--- src/rtl/mips_ctrl_pkg.sv ---
// mips_ctrl_pkg: shared constants and types for the ID-stage control slice.
//   - opcode (instruction[31:26]) and funct (instruction[5:0]) encodings
//   - ALU operation codes
//   - ctrl_t: the registered control bundle carried into ID/EX
//   - decode_instr(): opcode/funct -> {legal, ctrl_t}
//   - uses_rs()/uses_rt(): which source registers an instruction reads
package mips_ctrl_pkg;

    localparam logic [5:0] OP_RTYPE = 6'b000000;
    localparam logic [5:0] OP_J     = 6'b000010;
    localparam logic [5:0] OP_JAL   = 6'b000011;
    localparam logic [5:0] OP_BEQ   = 6'b000100;
    localparam logic [5:0] OP_BNE   = 6'b000101;
    localparam logic [5:0] OP_ADDI  = 6'b001000;
    localparam logic [5:0] OP_SLTI  = 6'b001010;
    localparam logic [5:0] OP_ANDI  = 6'b001100;
    localparam logic [5:0] OP_ORI   = 6'b001101;
    localparam logic [5:0] OP_LUI   = 6'b001111;
    localparam logic [5:0] OP_LW    = 6'b100011;
    localparam logic [5:0] OP_SW    = 6'b101011;

    localparam logic [5:0] FN_SLL = 6'b000000;
    localparam logic [5:0] FN_SRL = 6'b000010;
    localparam logic [5:0] FN_SRA = 6'b000011;
    localparam logic [5:0] FN_ADD = 6'b100000;
    localparam logic [5:0] FN_SUB = 6'b100010;
    localparam logic [5:0] FN_AND = 6'b100100;
    localparam logic [5:0] FN_OR  = 6'b100101;
    localparam logic [5:0] FN_XOR = 6'b100110;
    localparam logic [5:0] FN_NOR = 6'b100111;
    localparam logic [5:0] FN_SLT = 6'b101010;

    typedef enum logic [3:0] {
        ALU_ADD = 4'd0,
        ALU_SUB = 4'd1,
        ALU_AND = 4'd2,
        ALU_OR  = 4'd3,
        ALU_XOR = 4'd4,
        ALU_NOR = 4'd5,
        ALU_SLT = 4'd6,
        ALU_SLL = 4'd7,
        ALU_SRL = 4'd8,
        ALU_SRA = 4'd9,
        ALU_LUI = 4'd10
    } alu_op_e;

    typedef struct packed {
        logic    mult_a;      // ALU A: 1 = shamt, 0 = rs
        logic    mult_b;      // ALU B: 1 = extended immediate, 0 = rt
        logic    reg_dst;     // 1 = rd, 0 = rt
        logic    reg_write;
        logic    mem_read;
        logic    mem_write;
        logic    mem_to_reg;
        logic    branch;
        logic    branch_ne;
        logic    jump;
        logic    link;
        logic    zero_ext;
        alu_op_e alu_op;
    } ctrl_t;

    typedef struct packed {
        logic  legal;
        ctrl_t ctrl;
    } decode_t;

    function automatic decode_t decode_instr(input logic [5:0] opcode,
                                             input logic [5:0] funct);
        decode_t d;
        d       = '0;
        d.legal = 1'b1;
        case (opcode)
            OP_RTYPE: begin
                d.ctrl.reg_dst   = 1'b1;
                d.ctrl.reg_write = 1'b1;
                case (funct)
                    FN_ADD: d.ctrl.alu_op = ALU_ADD;
                    FN_SUB: d.ctrl.alu_op = ALU_SUB;
                    FN_AND: d.ctrl.alu_op = ALU_AND;
                    FN_OR:  d.ctrl.alu_op = ALU_OR;
                    FN_XOR: d.ctrl.alu_op = ALU_XOR;
                    FN_NOR: d.ctrl.alu_op = ALU_NOR;
                    FN_SLT: d.ctrl.alu_op = ALU_SLT;
                    FN_SLL: begin d.ctrl.alu_op = ALU_SLL; d.ctrl.mult_a = 1'b1; end
                    FN_SRL: begin d.ctrl.alu_op = ALU_SRL; d.ctrl.mult_a = 1'b1; end
                    FN_SRA: begin d.ctrl.alu_op = ALU_SRA; d.ctrl.mult_a = 1'b1; end
                    default: d = '0;
                endcase
            end
            OP_LW: begin
                d.ctrl.mult_b     = 1'b1;
                d.ctrl.mem_read   = 1'b1;
                d.ctrl.mem_to_reg = 1'b1;
                d.ctrl.reg_write  = 1'b1;
                d.ctrl.alu_op     = ALU_ADD;
            end
            OP_SW: begin
                d.ctrl.mult_b    = 1'b1;
                d.ctrl.mem_write = 1'b1;
                d.ctrl.alu_op    = ALU_ADD;
            end
            OP_BEQ: begin
                d.ctrl.branch = 1'b1;
                d.ctrl.alu_op = ALU_SUB;
            end
            OP_BNE: begin
                d.ctrl.branch    = 1'b1;
                d.ctrl.branch_ne = 1'b1;
                d.ctrl.alu_op    = ALU_SUB;
            end
            OP_ADDI: begin
                d.ctrl.mult_b    = 1'b1;
                d.ctrl.reg_write = 1'b1;
                d.ctrl.alu_op    = ALU_ADD;
            end
            OP_SLTI: begin
                d.ctrl.mult_b    = 1'b1;
                d.ctrl.reg_write = 1'b1;
                d.ctrl.alu_op    = ALU_SLT;
            end
            OP_ANDI, OP_ORI, OP_LUI: begin
                d.ctrl.mult_b    = 1'b1;
                d.ctrl.reg_write = 1'b1;
                d.ctrl.zero_ext  = 1'b1;
                d.ctrl.alu_op    = (opcode == OP_ANDI) ? ALU_AND :
                                   (opcode == OP_ORI)  ? ALU_OR  : ALU_LUI;
            end
            OP_J: begin
                d.ctrl.jump = 1'b1;
            end
            OP_JAL: begin
                d.ctrl.jump      = 1'b1;
                d.ctrl.link      = 1'b1;
                d.ctrl.reg_write = 1'b1;
            end
            default: d.legal = 1'b0;
        endcase
        return d;
    endfunction

    // Shifts take their A operand from shamt, so rs is not a real source.
    function automatic logic uses_rs(input logic [5:0] opcode,
                                     input logic [5:0] funct);
        logic r;
        r = 1'b1;
        if (opcode == OP_J || opcode == OP_JAL || opcode == OP_LUI)
            r = 1'b0;
        else if (opcode == OP_RTYPE &&
                 (funct == FN_SLL || funct == FN_SRL || funct == FN_SRA))
            r = 1'b0;
        return r;
    endfunction

    function automatic logic uses_rt(input logic [5:0] opcode);
        return (opcode == OP_RTYPE) || (opcode == OP_SW) ||
               (opcode == OP_BEQ)   || (opcode == OP_BNE);
    endfunction

endpackage

--- src/rtl/id_control_pipe_if.sv ---
// id_control_pipe_if: IF/ID-side inputs and ID/EX-side outputs of the
// decode control unit.
//   master: drives the i_* instruction/hazard inputs, observes o_* outputs
//   slave : the control unit itself
interface id_control_pipe_if #(
    parameter int NB_OPCODE    = 6,
    parameter int NB_FUNCT     = 6,
    parameter int NB_REG       = 5,
    parameter int NB_ALUOP     = 4,
    parameter int NB_STALL_CNT = 16
) ();
    logic                    i_valid;
    logic [NB_OPCODE-1:0]    i_opcode;
    logic [NB_FUNCT-1:0]     i_funct;
    logic [NB_REG-1:0]       i_rs;
    logic [NB_REG-1:0]       i_rt;
    logic                    i_flush;
    logic                    i_ex_mem_read;
    logic [NB_REG-1:0]       i_ex_rt;

    logic                    o_stall;
    logic                    o_valid;
    logic                    o_signal_control_mult_A;
    logic                    o_signal_control_mult_B;
    logic                    o_reg_dst;
    logic                    o_reg_write;
    logic                    o_mem_read;
    logic                    o_mem_write;
    logic                    o_mem_to_reg;
    logic                    o_branch;
    logic                    o_branch_ne;
    logic                    o_jump;
    logic                    o_link;
    logic                    o_zero_ext;
    logic [NB_ALUOP-1:0]     o_alu_op;
    logic                    o_illegal;
    logic [NB_STALL_CNT-1:0] o_stall_cnt;

    modport master (
        output i_valid, i_opcode, i_funct, i_rs, i_rt, i_flush, i_ex_mem_read, i_ex_rt,
        input  o_stall, o_valid, o_signal_control_mult_A, o_signal_control_mult_B,
               o_reg_dst, o_reg_write, o_mem_read, o_mem_write, o_mem_to_reg,
               o_branch, o_branch_ne, o_jump, o_link, o_zero_ext, o_alu_op,
               o_illegal, o_stall_cnt
    );

    modport slave (
        input  i_valid, i_opcode, i_funct, i_rs, i_rt, i_flush, i_ex_mem_read, i_ex_rt,
        output o_stall, o_valid, o_signal_control_mult_A, o_signal_control_mult_B,
               o_reg_dst, o_reg_write, o_mem_read, o_mem_write, o_mem_to_reg,
               o_branch, o_branch_ne, o_jump, o_link, o_zero_ext, o_alu_op,
               o_illegal, o_stall_cnt
    );
endinterface

--- src/rtl/id_control_pipe_hazard_detect.sv ---
// id_hazard_detect: combinational load-use hazard detector.
//   valid/opcode/funct/rs/rt : instruction in IF/ID
//   ex_mem_read/ex_rt        : load currently in EX and its destination
//   hazard                   : ID instruction reads the register the EX load writes
// Register 0 is never a hazard since it is hardwired to zero.
module id_hazard_detect
    import mips_ctrl_pkg::*;
#(
    parameter int NB_OPCODE = 6,
    parameter int NB_FUNCT  = 6,
    parameter int NB_REG    = 5
) (
    input  logic                 valid,
    input  logic [NB_OPCODE-1:0] opcode,
    input  logic [NB_FUNCT-1:0]  funct,
    input  logic [NB_REG-1:0]    rs,
    input  logic [NB_REG-1:0]    rt,
    input  logic                 ex_mem_read,
    input  logic [NB_REG-1:0]    ex_rt,
    output logic                 hazard
);
    logic rs_match;
    logic rt_match;

    always_comb begin
        rs_match = uses_rs(opcode, funct) && (ex_rt == rs);
        rt_match = uses_rt(opcode) && (ex_rt == rt);
        hazard   = valid && ex_mem_read && (ex_rt != '0) && (rs_match || rt_match);
    end
endmodule

--- src/rtl/id_control_pipe.sv ---
// id_control_pipe: registered instruction-decode control unit.
//   i_clk, i_rst_n : clock, synchronous active-low reset
//   bus (slave)    : IF/ID instruction fields and EX load info in,
//                    combinational o_stall, registered ID/EX control bundle,
//                    o_illegal flag and saturating o_stall_cnt out.
// Flush, load-use hazard, empty slot and illegal encodings all load a bubble;
// only the illegal case additionally raises o_illegal.
module id_control_pipe
    import mips_ctrl_pkg::*;
#(
    parameter int NB_OPCODE    = 6,
    parameter int NB_FUNCT     = 6,
    parameter int NB_REG       = 5,
    parameter int NB_ALUOP     = 4,
    parameter int NB_STALL_CNT = 16
) (
    input  logic            i_clk,
    input  logic            i_rst_n,
    id_control_pipe_if.slave bus
);
    logic                    hazard;
    logic                    stall;
    decode_t                 dec;
    ctrl_t                   ctrl_q;
    logic                    valid_q;
    logic                    illegal_q;
    logic [NB_STALL_CNT-1:0] stall_cnt_q;

    id_hazard_detect #(
        .NB_OPCODE (NB_OPCODE),
        .NB_FUNCT  (NB_FUNCT),
        .NB_REG    (NB_REG)
    ) u_hazard (
        .valid       (bus.i_valid),
        .opcode      (bus.i_opcode),
        .funct       (bus.i_funct),
        .rs          (bus.i_rs),
        .rt          (bus.i_rt),
        .ex_mem_read (bus.i_ex_mem_read),
        .ex_rt       (bus.i_ex_rt),
        .hazard      (hazard)
    );

    always_comb dec = decode_instr(bus.i_opcode, bus.i_funct);

    // A flush discards the ID instruction anyway, so holding PC would be wrong.
    assign stall = i_rst_n && hazard && !bus.i_flush;

    always_ff @(posedge i_clk) begin
        if (!i_rst_n) begin
            ctrl_q      <= '0;
            valid_q     <= 1'b0;
            illegal_q   <= 1'b0;
            stall_cnt_q <= '0;
        end else begin
            if (stall && stall_cnt_q != '1)
                stall_cnt_q <= stall_cnt_q + 1'b1;

            if (bus.i_flush || hazard || !bus.i_valid) begin
                ctrl_q    <= '0;
                valid_q   <= 1'b0;
                illegal_q <= 1'b0;
            end else if (!dec.legal) begin
                ctrl_q    <= '0;
                valid_q   <= 1'b0;
                illegal_q <= 1'b1;
            end else begin
                ctrl_q    <= dec.ctrl;
                valid_q   <= 1'b1;
                illegal_q <= 1'b0;
            end
        end
    end

    assign bus.o_stall                 = stall;
    assign bus.o_valid                 = valid_q;
    assign bus.o_signal_control_mult_A = ctrl_q.mult_a;
    assign bus.o_signal_control_mult_B = ctrl_q.mult_b;
    assign bus.o_reg_dst               = ctrl_q.reg_dst;
    assign bus.o_reg_write             = ctrl_q.reg_write;
    assign bus.o_mem_read              = ctrl_q.mem_read;
    assign bus.o_mem_write             = ctrl_q.mem_write;
    assign bus.o_mem_to_reg            = ctrl_q.mem_to_reg;
    assign bus.o_branch                = ctrl_q.branch;
    assign bus.o_branch_ne             = ctrl_q.branch_ne;
    assign bus.o_jump                  = ctrl_q.jump;
    assign bus.o_link                  = ctrl_q.link;
    assign bus.o_zero_ext              = ctrl_q.zero_ext;
    assign bus.o_alu_op                = NB_ALUOP'(ctrl_q.alu_op);
    assign bus.o_illegal               = illegal_q;
    assign bus.o_stall_cnt             = stall_cnt_q;
endmodule

--- src/flat_wrapper.sv ---
// flat-port wrapper written by rule: the top's interface ports become plain ports
module id_control_pipe_flat import mips_ctrl_pkg::*;
#(
    parameter int NB_OPCODE    = 6,
    parameter int NB_FUNCT     = 6,
    parameter int NB_REG       = 5,
    parameter int NB_ALUOP     = 4,
    parameter int NB_STALL_CNT = 16
)
  (i_clk, i_rst_n, bus_i_valid, bus_i_opcode, bus_i_funct, bus_i_rs, bus_i_rt, bus_i_flush, bus_i_ex_mem_read, bus_i_ex_rt, bus_o_stall, bus_o_valid, bus_o_signal_control_mult_A, bus_o_signal_control_mult_B, bus_o_reg_dst, bus_o_reg_write, bus_o_mem_read, bus_o_mem_write, bus_o_mem_to_reg, bus_o_branch, bus_o_branch_ne, bus_o_jump, bus_o_link, bus_o_zero_ext, bus_o_alu_op, bus_o_illegal, bus_o_stall_cnt);
  id_control_pipe_if #(.NB_OPCODE(NB_OPCODE), .NB_FUNCT(NB_FUNCT), .NB_REG(NB_REG), .NB_ALUOP(NB_ALUOP), .NB_STALL_CNT(NB_STALL_CNT)) bus_i ();
  input  logic i_clk;
  input  logic i_rst_n;
  input wire logic [$bits(bus_i.i_valid)-1:0] bus_i_valid;
  input wire logic [$bits(bus_i.i_opcode)-1:0] bus_i_opcode;
  input wire logic [$bits(bus_i.i_funct)-1:0] bus_i_funct;
  input wire logic [$bits(bus_i.i_rs)-1:0] bus_i_rs;
  input wire logic [$bits(bus_i.i_rt)-1:0] bus_i_rt;
  input wire logic [$bits(bus_i.i_flush)-1:0] bus_i_flush;
  input wire logic [$bits(bus_i.i_ex_mem_read)-1:0] bus_i_ex_mem_read;
  input wire logic [$bits(bus_i.i_ex_rt)-1:0] bus_i_ex_rt;
  output wire logic [$bits(bus_i.o_stall)-1:0] bus_o_stall;
  output wire logic [$bits(bus_i.o_valid)-1:0] bus_o_valid;
  output wire logic [$bits(bus_i.o_signal_control_mult_A)-1:0] bus_o_signal_control_mult_A;
  output wire logic [$bits(bus_i.o_signal_control_mult_B)-1:0] bus_o_signal_control_mult_B;
  output wire logic [$bits(bus_i.o_reg_dst)-1:0] bus_o_reg_dst;
  output wire logic [$bits(bus_i.o_reg_write)-1:0] bus_o_reg_write;
  output wire logic [$bits(bus_i.o_mem_read)-1:0] bus_o_mem_read;
  output wire logic [$bits(bus_i.o_mem_write)-1:0] bus_o_mem_write;
  output wire logic [$bits(bus_i.o_mem_to_reg)-1:0] bus_o_mem_to_reg;
  output wire logic [$bits(bus_i.o_branch)-1:0] bus_o_branch;
  output wire logic [$bits(bus_i.o_branch_ne)-1:0] bus_o_branch_ne;
  output wire logic [$bits(bus_i.o_jump)-1:0] bus_o_jump;
  output wire logic [$bits(bus_i.o_link)-1:0] bus_o_link;
  output wire logic [$bits(bus_i.o_zero_ext)-1:0] bus_o_zero_ext;
  output wire logic [$bits(bus_i.o_alu_op)-1:0] bus_o_alu_op;
  output wire logic [$bits(bus_i.o_illegal)-1:0] bus_o_illegal;
  output wire logic [$bits(bus_i.o_stall_cnt)-1:0] bus_o_stall_cnt;
  assign bus_i.i_valid = bus_i_valid;
  assign bus_i.i_opcode = bus_i_opcode;
  assign bus_i.i_funct = bus_i_funct;
  assign bus_i.i_rs = bus_i_rs;
  assign bus_i.i_rt = bus_i_rt;
  assign bus_i.i_flush = bus_i_flush;
  assign bus_i.i_ex_mem_read = bus_i_ex_mem_read;
  assign bus_i.i_ex_rt = bus_i_ex_rt;
  assign bus_o_stall = bus_i.o_stall;
  assign bus_o_valid = bus_i.o_valid;
  assign bus_o_signal_control_mult_A = bus_i.o_signal_control_mult_A;
  assign bus_o_signal_control_mult_B = bus_i.o_signal_control_mult_B;
  assign bus_o_reg_dst = bus_i.o_reg_dst;
  assign bus_o_reg_write = bus_i.o_reg_write;
  assign bus_o_mem_read = bus_i.o_mem_read;
  assign bus_o_mem_write = bus_i.o_mem_write;
  assign bus_o_mem_to_reg = bus_i.o_mem_to_reg;
  assign bus_o_branch = bus_i.o_branch;
  assign bus_o_branch_ne = bus_i.o_branch_ne;
  assign bus_o_jump = bus_i.o_jump;
  assign bus_o_link = bus_i.o_link;
  assign bus_o_zero_ext = bus_i.o_zero_ext;
  assign bus_o_alu_op = bus_i.o_alu_op;
  assign bus_o_illegal = bus_i.o_illegal;
  assign bus_o_stall_cnt = bus_i.o_stall_cnt;
  id_control_pipe #(.NB_OPCODE(NB_OPCODE), .NB_FUNCT(NB_FUNCT), .NB_REG(NB_REG), .NB_ALUOP(NB_ALUOP), .NB_STALL_CNT(NB_STALL_CNT)) u_core (.i_clk(i_clk), .i_rst_n(i_rst_n), .bus(bus_i));
endmodule
--- config.mk ---
export PLATFORM = sky130hd
export DESIGN_NAME = id_control_pipe_flat
export DESIGN_NICKNAME = d
export VERILOG_FILES = /design/src/rtl/mips_ctrl_pkg.sv /design/src/rtl/id_control_pipe_if.sv /design/src/rtl/id_control_pipe_hazard_detect.sv /design/src/rtl/id_control_pipe.sv /design/src/flat_wrapper.sv
export SDC_FILE = /design/constraint.sdc
export NUM_CORES = 1
export LEC_CHECK = 0
export BUFFER_PORTS_ARGS = -buffer_cell sky130_fd_sc_hd__buf_2
export CAP_MARGIN = 20
export CELL_PAD_IN_SITES_DETAIL_PLACEMENT = 1
export CELL_PAD_IN_SITES_GLOBAL_PLACEMENT = 1
export CORE_ASPECT_RATIO = 1.25
export CORE_MARGIN = 2
export CORE_UTILIZATION = 39
export DETAILED_ROUTE_END_ITERATION = 8
export PLACE_DENSITY_LB_ADDON = 0.25
export SLEW_MARGIN = 0
export SYNTH_ARGS = -nofsm -noshare
export SYNTH_HDL_FRONTEND = slang
export SYNTH_HIERARCHICAL = 1
export SYNTH_SLANG_ARGS = --single-unit
--- constraint.sdc ---
create_clock -name i_clk -period 5.2 [get_ports i_clk]
set_clock_uncertainty 0.2 [all_clocks]
set_input_delay 0.26 -clock i_clk [delete_from_list [all_inputs] [get_ports i_clk]]
set_output_delay 0.26 -clock i_clk [all_outputs]
set_load 0.05 [all_outputs]
==> reports/qor.csv, run 1 <==
metric,value,unit
outcome,completed,
post-route-min-period,2.96,ns
avgRoutedWirePerCell,14.3,um
synth-edff-count,0,
vias,1871,
clockBufferDepth,2,
die_w,67.0,um
async_flop_share,0,%
crit_path_top_delay_cell,nor3_1,
track_usage,19.7,%
holdCritPathClass,in2reg,
ir_drop,0.000125,V
netlist.top_cell.by_area,dfxtp_1,
grt_first_pass_wirelength,8.36,mm
yosysWarnings,6,
drt_first_pass_iters,4,
cts.clk_slew.worst_paths,0.07,ns
cp_max_fo,16,
first_global_vias,1836,
end_kind,register,
worst_slew_margin_rel,54.5,%
netlist_instances,231,
ctsHoldBuffers,0,
ant_nets,0,
rsz0062_at_grt,false,
cts_inserted_buffers,5,
arrival,2.93,ns
rows,28,
yosys.cell_types.count,53,
crit_chain,buf_2 -> or2b_1 -> mux2i_1 -> or4_1 -> a21oi_1 -> nand3b_1 -> nor3_1 -> nand4_1 -> xnor2_1 -> and2_1,
drive_gt1_share,29.0,%
ctsResizeCount,0,
worstMarginPinSlew,0.677,ns
pre_cts_slack,2.03,ns
portBuffers,66,
cp.required,5.17,ns
setup_viol,0,
initial_core_util,40.6,%
post_cts_buffers,0,
leakage,1.04,nW
insertion_delay,0.28,ns
seq_area_frac_synth,34.2,%
cp_top_family,simple AND/OR/NAND/NOR gates,
cts_sinks,33,
fin_crit_sh,56.8,%
critical_path_class,in2reg,
grt_max_degree,20,
post-synth-top-area-fraction,34.2,%
n_fill_cell,645,
gp_congestion,0.847,
ys_top_cells_by_area,"dfxtp_1, xnor2_1, and2_1",
reg2reg_depth,5,
hold_path_depth,2,
fin_tns_setup,0,ns
hold_viol_final,0,
grt-ovfl-total,0,
cp_num_buf_inv,1,
maxCapViolCount,0,
netlist_area,1930,sq um
synth-seq-cells,33,
antenna_found_initial,0,
io_pins,67,
die_y,82.7,um
drt_iter0_drc,76,
n_antenna_cell,0,
cts_tree,done,
avgSynthCellArea,8.37,sq um
synth_flop_cell,dfxtp_1,
syn_nets,264,
die_area,5540,sq um
slew_viol_final,0,
fin_ws,2.24,ns
routed_via_density,5.30,
largest_reg_flops,16,
path_depth,10,
startpoint_type,input pin,
critPathMaxStageDelay,0.61,ns
wirelength,5.06,mm
powerDensity,210,nW/um^2
drcViolationCount,0,
core,4760,sq um
syn2layout_area_growth,22.4,%
root_buffer,clkbuf_8,
dp_hpwl,3.99,mm
cts-htree-levels,2,
max_freq,338,MHz
finalNetCount,325,
[synthesized netlist by cell type, types with 6 or more instances]
| library cell | n |
|---|---|
| nor4_1 | 7 |
| inv_1 | 10 |
| and3_1 | 6 |
| a21oi_1 | 8 |
| nand4_1 | 10 |
| xnor2_1 | 13 |
| dfxtp_1 | 33 |
| nand2_1 | 10 |
| nor2_1 | 16 |
| and2_1 | 14 |
| nor3_1 | 13 |
| xor2_1 | 10 |
| clkbuf_1 | 9 |
| nand3_1 | 11 |
[layer usage]
layer,global-route usage (%),wire length (um),vias to the layer above
met5,0,0,-
met4,7.55,89,0
met3,2.44,201,8
met2,34.9,2530,52
met1,24.1,2240,865
li1,-,-,946
[placed cells by master, fill, tap and decap left out, drive strengths merged, types with 7 or more instances in the layout]
master,count
a21oi,8
and2,14
and3,7
buf,67
dfxtp,33
inv,11
nand2,10
nand3,11
nand4,10
nor2,16
nor3,13
nor4,9
xnor2,13
xor2,10
[where the power goes]
group,switching (W),total [W],internal [W]
combinational,0.0000400,0.0000646,0.0000246
clock,0.0000868,0.000179,0.0000926
sequential,0.000000190,0.000254,0.000253
total,0.000127,0.000497,0.000371
[cells by family (layout without fill, tap and decap cells)]
kind of cell	after synthesis	in the layout	synth area share (%)
AO/OA/AOI/OAI	33	33	13.4
AND/OR/NAND/NOR	113	113	34.0
XOR/XNOR	23	23	10.4
buffers and inverters	24	86	5.37
adder cells (fa/ha/maj)	1	1	0.647
flip-flops	33	33	34.2
multiplexers	4	4	2.07
[final cells by class]
| cell class | instances | area (sq um) | area share [%] |
|---|---|---|---|
| Clock buffer | 6 | 72.6 | 3.07 |
| Timing Repair Buffer | 67 | 338 | 14.3 |
| Inverter | 11 | 41.3 | 1.74 |
| Clock inverter | 2 | 10.0 | 0.423 |
| Tap cell | 60 | 75.1 | 3.17 |
| Multi-Input combinational cell | 174 | 1170 | 49.4 |
| Sequential cell | 33 | 661 | 27.9 |
[per-stage QoR]
| stage | area, sq um | hold slack (ns) | total power [W] | std cells | util [%] |
|---|---|---|---|---|---|
| floorplan | 1930 | 0.125 | 0.000298 | 231 | - |
| global placement | 2280 | 0.272 | 0.000323 | 344 | 47.8 |
| detailed placement | 2280 | 0.287 | 0.000324 | 344 | 47.8 |
| CTS | 2360 | 0.0413 | 0.000504 | 352 | 49.5 |
| global route | 2370 | 0.0610 | 0.000525 | 353 | 49.7 |
| finish | 2370 | 0.0479 | 0.000497 | 353 | 49.7 |
[final timing paths]
check | start | endpoint | slack, ns
hold reg to reg | u_core/bus.o_stall_cnt[1] | u_core/bus.o_stall_cnt[1] | 0.30
setup reg to reg | u_core/bus.o_stall_cnt[4] | u_core/bus.o_stall_cnt[11] | 2.97
hold / removal | bus_i_opcode[4] | u_core/bus.o_signal_control_mult_B | 0.05
setup / recovery | bus_i_opcode[0] | u_core/bus.o_stall_cnt[11] | 2.24
[worst register-to-register path: cells and delay by family (launching register included)]
family | cells | cell delay, ns
flops | 1 | 0.42
simple gates | 4 | 1.43
xor+xnor | 1 | 0.09
Power figures use the tool's default switching activity.
==> run 2, diff against run 1 <==
Settings changed: CORE_UTILIZATION 39 to 32.
Clock period 5.2 ns to 2.6 ns, I/O delays scaled along.
==> run 2 against run 1 <==
Effect of this change: routed wire length is 8.1% higher; via count rose by 4.6%; cell count up 5.4%; clock power rose to 2.8 times the previous value; sequential share of layout area decreased by 1.6 points; combinational power rose by 120%; power rose by 130%; first-iteration DRC count shrank 33%; global-route usage fell by 2.5 points; largest cell class unchanged.
==> reports/qor.csv, run 2 (synthesis gave the netlist of run 1 again) <==
metric,value,unit,change
drt_iter0_drc,51,,-33%
largest_reg_flops,16,,unchanged
worst_slew_margin_rel,65.2,%,+11 points
die_w,73.5,um,+9.8%
final_common_cell,buf_2,,
startpoint_type,input pin,,
first_global_vias,2030,,+11%
arrival,2.35,ns,-0.58 ns
pwr-share-clk,43.2,%,+7.1 points
rows,31,,+11%
pre_cts_slack,0.00233,ns,-2.03 ns
dp_hpwl,4.27,mm,+7.1%
die_area,6690,sq um,+21%
cts.clk_slew.worst_paths,0.06,ns,about the same
io_pins,67,,unchanged
ir_drop,0.000190,V,+52%
n_fill_cell,740,,+15%
drcViolationCount,0,,unchanged
n_antenna_cell,0,,unchanged
finalNetCount,338,,+4.0%
grt_first_pass_wirelength,9.17,mm,+9.7%
routed_via_density,5.26,,-0.75%
grt-ovfl-total,0,,unchanged
fin_crit_sh,89.5,%,
holdWs,0.0311,ns,-0.0168 ns
fin_tns_setup,0,ns,unchanged
powerDensity,455,nW/um^2,+120%
most-common-layout-cells,"buf_2, dfxtp_1, nor2_1",,
cts_inserted_buffers,5,,unchanged
initial_core_util,33.2,%,-7.4 points
switchingPower,0.000265,W,+110%
cts_tree,done,,
p_sw_share,23.2,%,-2.3 points
seqPwrFrac,44.4,%,-6.6 points
drive_gt1_share,31.7,%,+2.7 points
wirelength,5.47,mm,+8.1%
cp_max_fo,4,,-12
p_int,0.000877,W,+140%
setup_viol,0,,unchanged
hold_viol_final,0,,unchanged
holdCritPathClass,in2reg,,
fin_ws,0.274,ns,-1.97 ns
rsz0062_at_grt,false,,
insertion_delay,0.29,ns,about the same
cts_sinks,33,,unchanged
vias,1957,,+4.6%
outcome,completed,,
syn2layout_area_growth,29.7,%,
fin_util,43.1,%,-6.6 points
clockBufferDepth,2,,unchanged
ant_nets,0,,unchanged
leakage,1.11,nW,+7.0%
max_freq,430,MHz,
avgRoutedWirePerCell,14.7,um,+2.6%
cts-htree-levels,2,,unchanged
track_usage,17.2,%,-2.5 points
multi_input_area,1170,sq um,unchanged
end_kind,register,,
worstMarginPinSlew,0.509,ns,-0.168 ns
grt_max_degree,19,,-5.0%
gp_congestion,0.858,,+1.3%
die_y,90.9,um,+9.9%
core,5820,sq um,+22%
portBuffers,66,,unchanged
antenna_found_initial,0,,unchanged
root_buffer,clkbuf_8,,
post-route-min-period,2.33,ns,
pwr-share-comb,12.4,%,-0.6 points
critical_path_class,in2reg,,
slew_viol_final,0,,unchanged
post_cts_buffers,0,,unchanged
maxCapViolCount,0,,unchanged
register_area,661,sq um,unchanged
cp.required,2.62,ns,-2.55 ns
drt_first_pass_iters,4,,unchanged
==> run 2: metrics by stage <==
| step | std cells | cell area, sq um | total power, W |
|---|---|---|---|
| floorplan | 231 | 1930 | 0.000597 |
| finish | 372 | 2510 | 0.00114 |
| detailed placement | 363 | 2380 | 0.000659 |
| global route | 372 | 2510 | 0.00119 |
| global placement | 363 | 2380 | 0.000657 |
| CTS | 372 | 2510 | 0.00115 |
==> run 2: worst paths after layout <==
path,start,to,slack (ns),cells after the start
max,bus_i_opcode[2],u_core/bus.o_stall_cnt[8],0.27,10
min,bus_i_opcode[4],u_core/bus.o_reg_write,0.03,3
max reg2reg,u_core/bus.o_stall_cnt[0],u_core/bus.o_stall_cnt[15],0.56,6
min reg2reg,u_core/bus.o_stall_cnt[1],u_core/bus.o_stall_cnt[1],0.29,2
==> run 2: cell type report <==
class	count	area share (%)
Multi-Input combinational cell	174	46.6
Clock buffer	7	3.44
Tap cell	66	3.29
Sequential cell	33	26.3
Inverter	11	1.65
Timing Repair Buffer	80	17.5
Clock inverter	1	1.20
==> run 2: per-layer routing <==
layer	vias up	part of all wire, %	GRT usage, %
met3	6	3.5	3.46
li1	973	-	-
met1	927	44	20.1
met4	0	1.6	7.88
met2	51	51	29.1
met5	-	0	0
==> run 2: worst max-delay path: stages <==
cell      delay (ns)
buf_2           0.11
or2b_1          0.22
mux2i_1         0.12
or4_1           0.51
a21oi_1         0.20
nand3b_1        0.18
or2_1           0.30
nor3_1          0.24
xor2_1          0.22
and2_1          0.15
==> run 2: power by group through the flow <==
stage	clock [W]	combinational (W)	sequential (W)
6_report	0.000493	0.000142	0.000507
5_1_grt	0.000522	0.000157	0.000507
4_1_cts	0.000502	0.000143	0.000507
3_5_place_dp	0	0.000141	0.000518
3_3_place_gp	0	0.000138	0.000518
2_1_floorplan	0	0.0000740	0.000523
==> run 2: timing repair <==
action                    CTS  global route
hold endpoints to repair    3             0
hold buffers                1             0
gates resized for setup     0             0
==> run 3, diff against run 2 <==
Settings changed: CORE_UTILIZATION 32 to 36.
Clock period 2.6 ns to 2.67 ns, I/O delays scaled along.
==> run 3 against run 2 <==
Effect of this change: sequential power down 3%; sequential share of layout area about the same; clock power down 27%; die area down 11%; worst setup slack worse by 0.25 ns; global-route usage up 1.0 points; first-iteration DRC count down 3.9%; critical endpoint is now bus_o_stall; largest cell class unchanged.
==> reports/qor.csv, run 3 (synthesis gave the netlist of run 1 again) <==
metric,value,unit,change
outcome,completed,,
max_freq,378,MHz,
portBuffers,66,,unchanged
seqPwrFrac,49.8,%,+5.4 points
end_kind,output pin,,
finalNetCount,338,,unchanged
reg2reg_from,u_core/bus.o_stall_cnt[0],,
leakage,1.11,nW,-0.75%
switchingPower,0.000261,W,-1.7%
avgRoutedWirePerCell,14.6,um,-0.80%
holdCritPathClass,in2reg,,
finalInstanceArea,2500,sq um,-0.15%
cp.required,2.34,ns,-0.28 ns
io_pins,67,,unchanged
rows,29,,-6.5%
dp_hpwl,4.12,mm,-3.6%
ir_drop,0.000177,V,-7.1%
holdWs,0.00143,ns,-0.0297 ns
post-route-min-period,2.65,ns,
crit_chain,dlygate4sd3_1 -> buf_2 -> or4_1 -> a21oi_1 -> nand3b_1 -> buf_4 -> inv_1 -> buf_4,,
powerDensity,396,nW/um^2,-13%
drcViolationCount,0,,unchanged
die_area,5980,sq um,-11%
slew_viol_final,0,,unchanged
cts.clk_slew.worst_paths,0.07,ns,about the same
register_area,661,sq um,unchanged
core,5120,sq um,-12%
post_cts_buffers,0,,unchanged
fin_crit_sh,99.2,%,
cts_tree,done,,
most-common-layout-cells,"buf_2, dfxtp_1, nor2_1",,
multi_input_area,1200,sq um,+2.4%
power,0.000991,W,-13%
startpoint_type,input pin,,
pwr-share-comb,14.1,%,+1.7 points
critical_path_class,in2out,,
n_antenna_cell,0,,unchanged
routed_via_density,5.33,,+1.3%
ant_nets,0,,unchanged
clockBufferDepth,2,,unchanged
p_int,0.000731,W,-17%
rsz0062_at_grt,true,,
first_global_vias,1946,,-4.1%
drive_gt1_share,32.4,%,+0.65 points
pwr-share-clk,36.1,%,-7.1 points
cts-htree-levels,2,,unchanged
p_sw_share,26.3,%,+3.1 points
grt-ovfl-total,0,,unchanged
hp-start,bus_i_opcode[3],,
crit_top_cell,buf_4,,
largest_reg_flops,16,,unchanged
cp_max_fo,9,,+5
hold_viol_final,0,,unchanged
wirelength,5.37,mm,-1.9%
drt_iter0_drc,49,,-3.9%
vias,1961,,+0.20%
maxCapViolCount,0,,unchanged
drt_first_pass_iters,4,,unchanged
die_w,69.6,um,-5.4%
grt_max_degree,19,,unchanged
root_buffer,clkbuf_8,,
worst_slew_margin_rel,63.4,%,-1.7 points
n_fill_cell,636,,-14%
initial_core_util,37.8,%,+4.6 points
critPathMaxStageDelay,0.53,ns,+0.02 ns
crit_path_top_delay_cell,or4_1,,
setup_viol,0,,unchanged
die_y,86.0,um,-5.5%
antenna_found_initial,0,,unchanged
gp_congestion,0.817,,-4.8%
insertion_delay,0.29,ns,about the same
grt_first_pass_wirelength,8.87,mm,-3.3%
cp_top_family,buffers and inverters,,
arrival,2.32,ns,-0.03 ns
startpoint,bus_i_opcode[4],,
cts_inserted_buffers,5,,unchanged
cts_sinks,33,,unchanged
track_usage,18.2,%,+1.0 points
cp_num_buf_inv,5,,+4
worstMarginPinSlew,0.535,ns,+0.0255 ns
place_area,2360,sq um,-0.84%
final_common_cell,buf_2,,
syn2layout_area_growth,29.5,%,
==> run 3: metrics by stage <==
stage / util (%) / setup WS, ns / cells / setup TNS, ns
floorplan: - / 0.166 / 231 / 0
global placement: 46.2 / 0.156 / 357 / 0
detailed placement: 46.2 / 0.00671 / 357 / 0
CTS: 48.4 / 0.0317 / 368 / 0
global route: 49.0 / -0.0715 / 368 / -0.453
finish: 49.0 / 0.0213 / 368 / 0
==> run 3: area by class of cell <==
class / count / share of cell area [%]
inverter: 11 / 1.65
tap: 62 / 3.10
multi-input combinational: 174 / 47.8
clock inverter: 2 / 0.400
clock buffer: 6 / 2.90
sequential: 33 / 26.4
timing repair buffer: 80 / 17.8
==> run 3: what timing repair did <==
action	CTS	global route
gates resized for setup	0	6
hold buffers	3	0
endpoints found under the hold margin	3	0
endpoints found under the setup margin	0	4
==> run 3: power by group through the flow <==
stage | Sequential [W] | Clock [W] | Combinational [W]
floorplan | 0.000509 | 0 | 0.0000721
finish | 0.000494 | 0.000358 | 0.000140
global route | 0.000493 | 0.000386 | 0.000154
detailed placement | 0.000505 | 0 | 0.000135
global placement | 0.000505 | 0 | 0.000131
CTS | 0.000494 | 0.000366 | 0.000139
==> run 3: metal layers <==
| layer | GRT usage, % | wire [um] | up-vias | share of wire, % |
|---|---|---|---|---|
| met4 | 6.06 | 46 | 0 | 0.86 |
| met1 | 21.8 | 2420 | 935 | 45 |
| li1 | - | - | 968 | - |
| met5 | 0 | 0 | - | 0 |
| met2 | 32.4 | 2660 | 54 | 50 |
| met3 | 3.64 | 250 | 4 | 4.7 |
==> run 3: worst min-delay path, cell delays in order <==
cell and delay [ns]:
buf_2 0.15, inv_1 0.11, nor4_1 0.06
==> run 3: path summary, 6_finish.rpt <==
kind / slack, ns / cells after the start / to
worst min-delay path: 0.001 / 3 / u_core/bus.o_mem_write
worst max register to register: 0.64 / 6 / u_core/bus.o_stall_cnt[11]
worst min register to register: 0.30 / 2 / u_core/bus.o_stall_cnt[1]
worst max-delay path: 0.02 / 8 / bus_o_stall
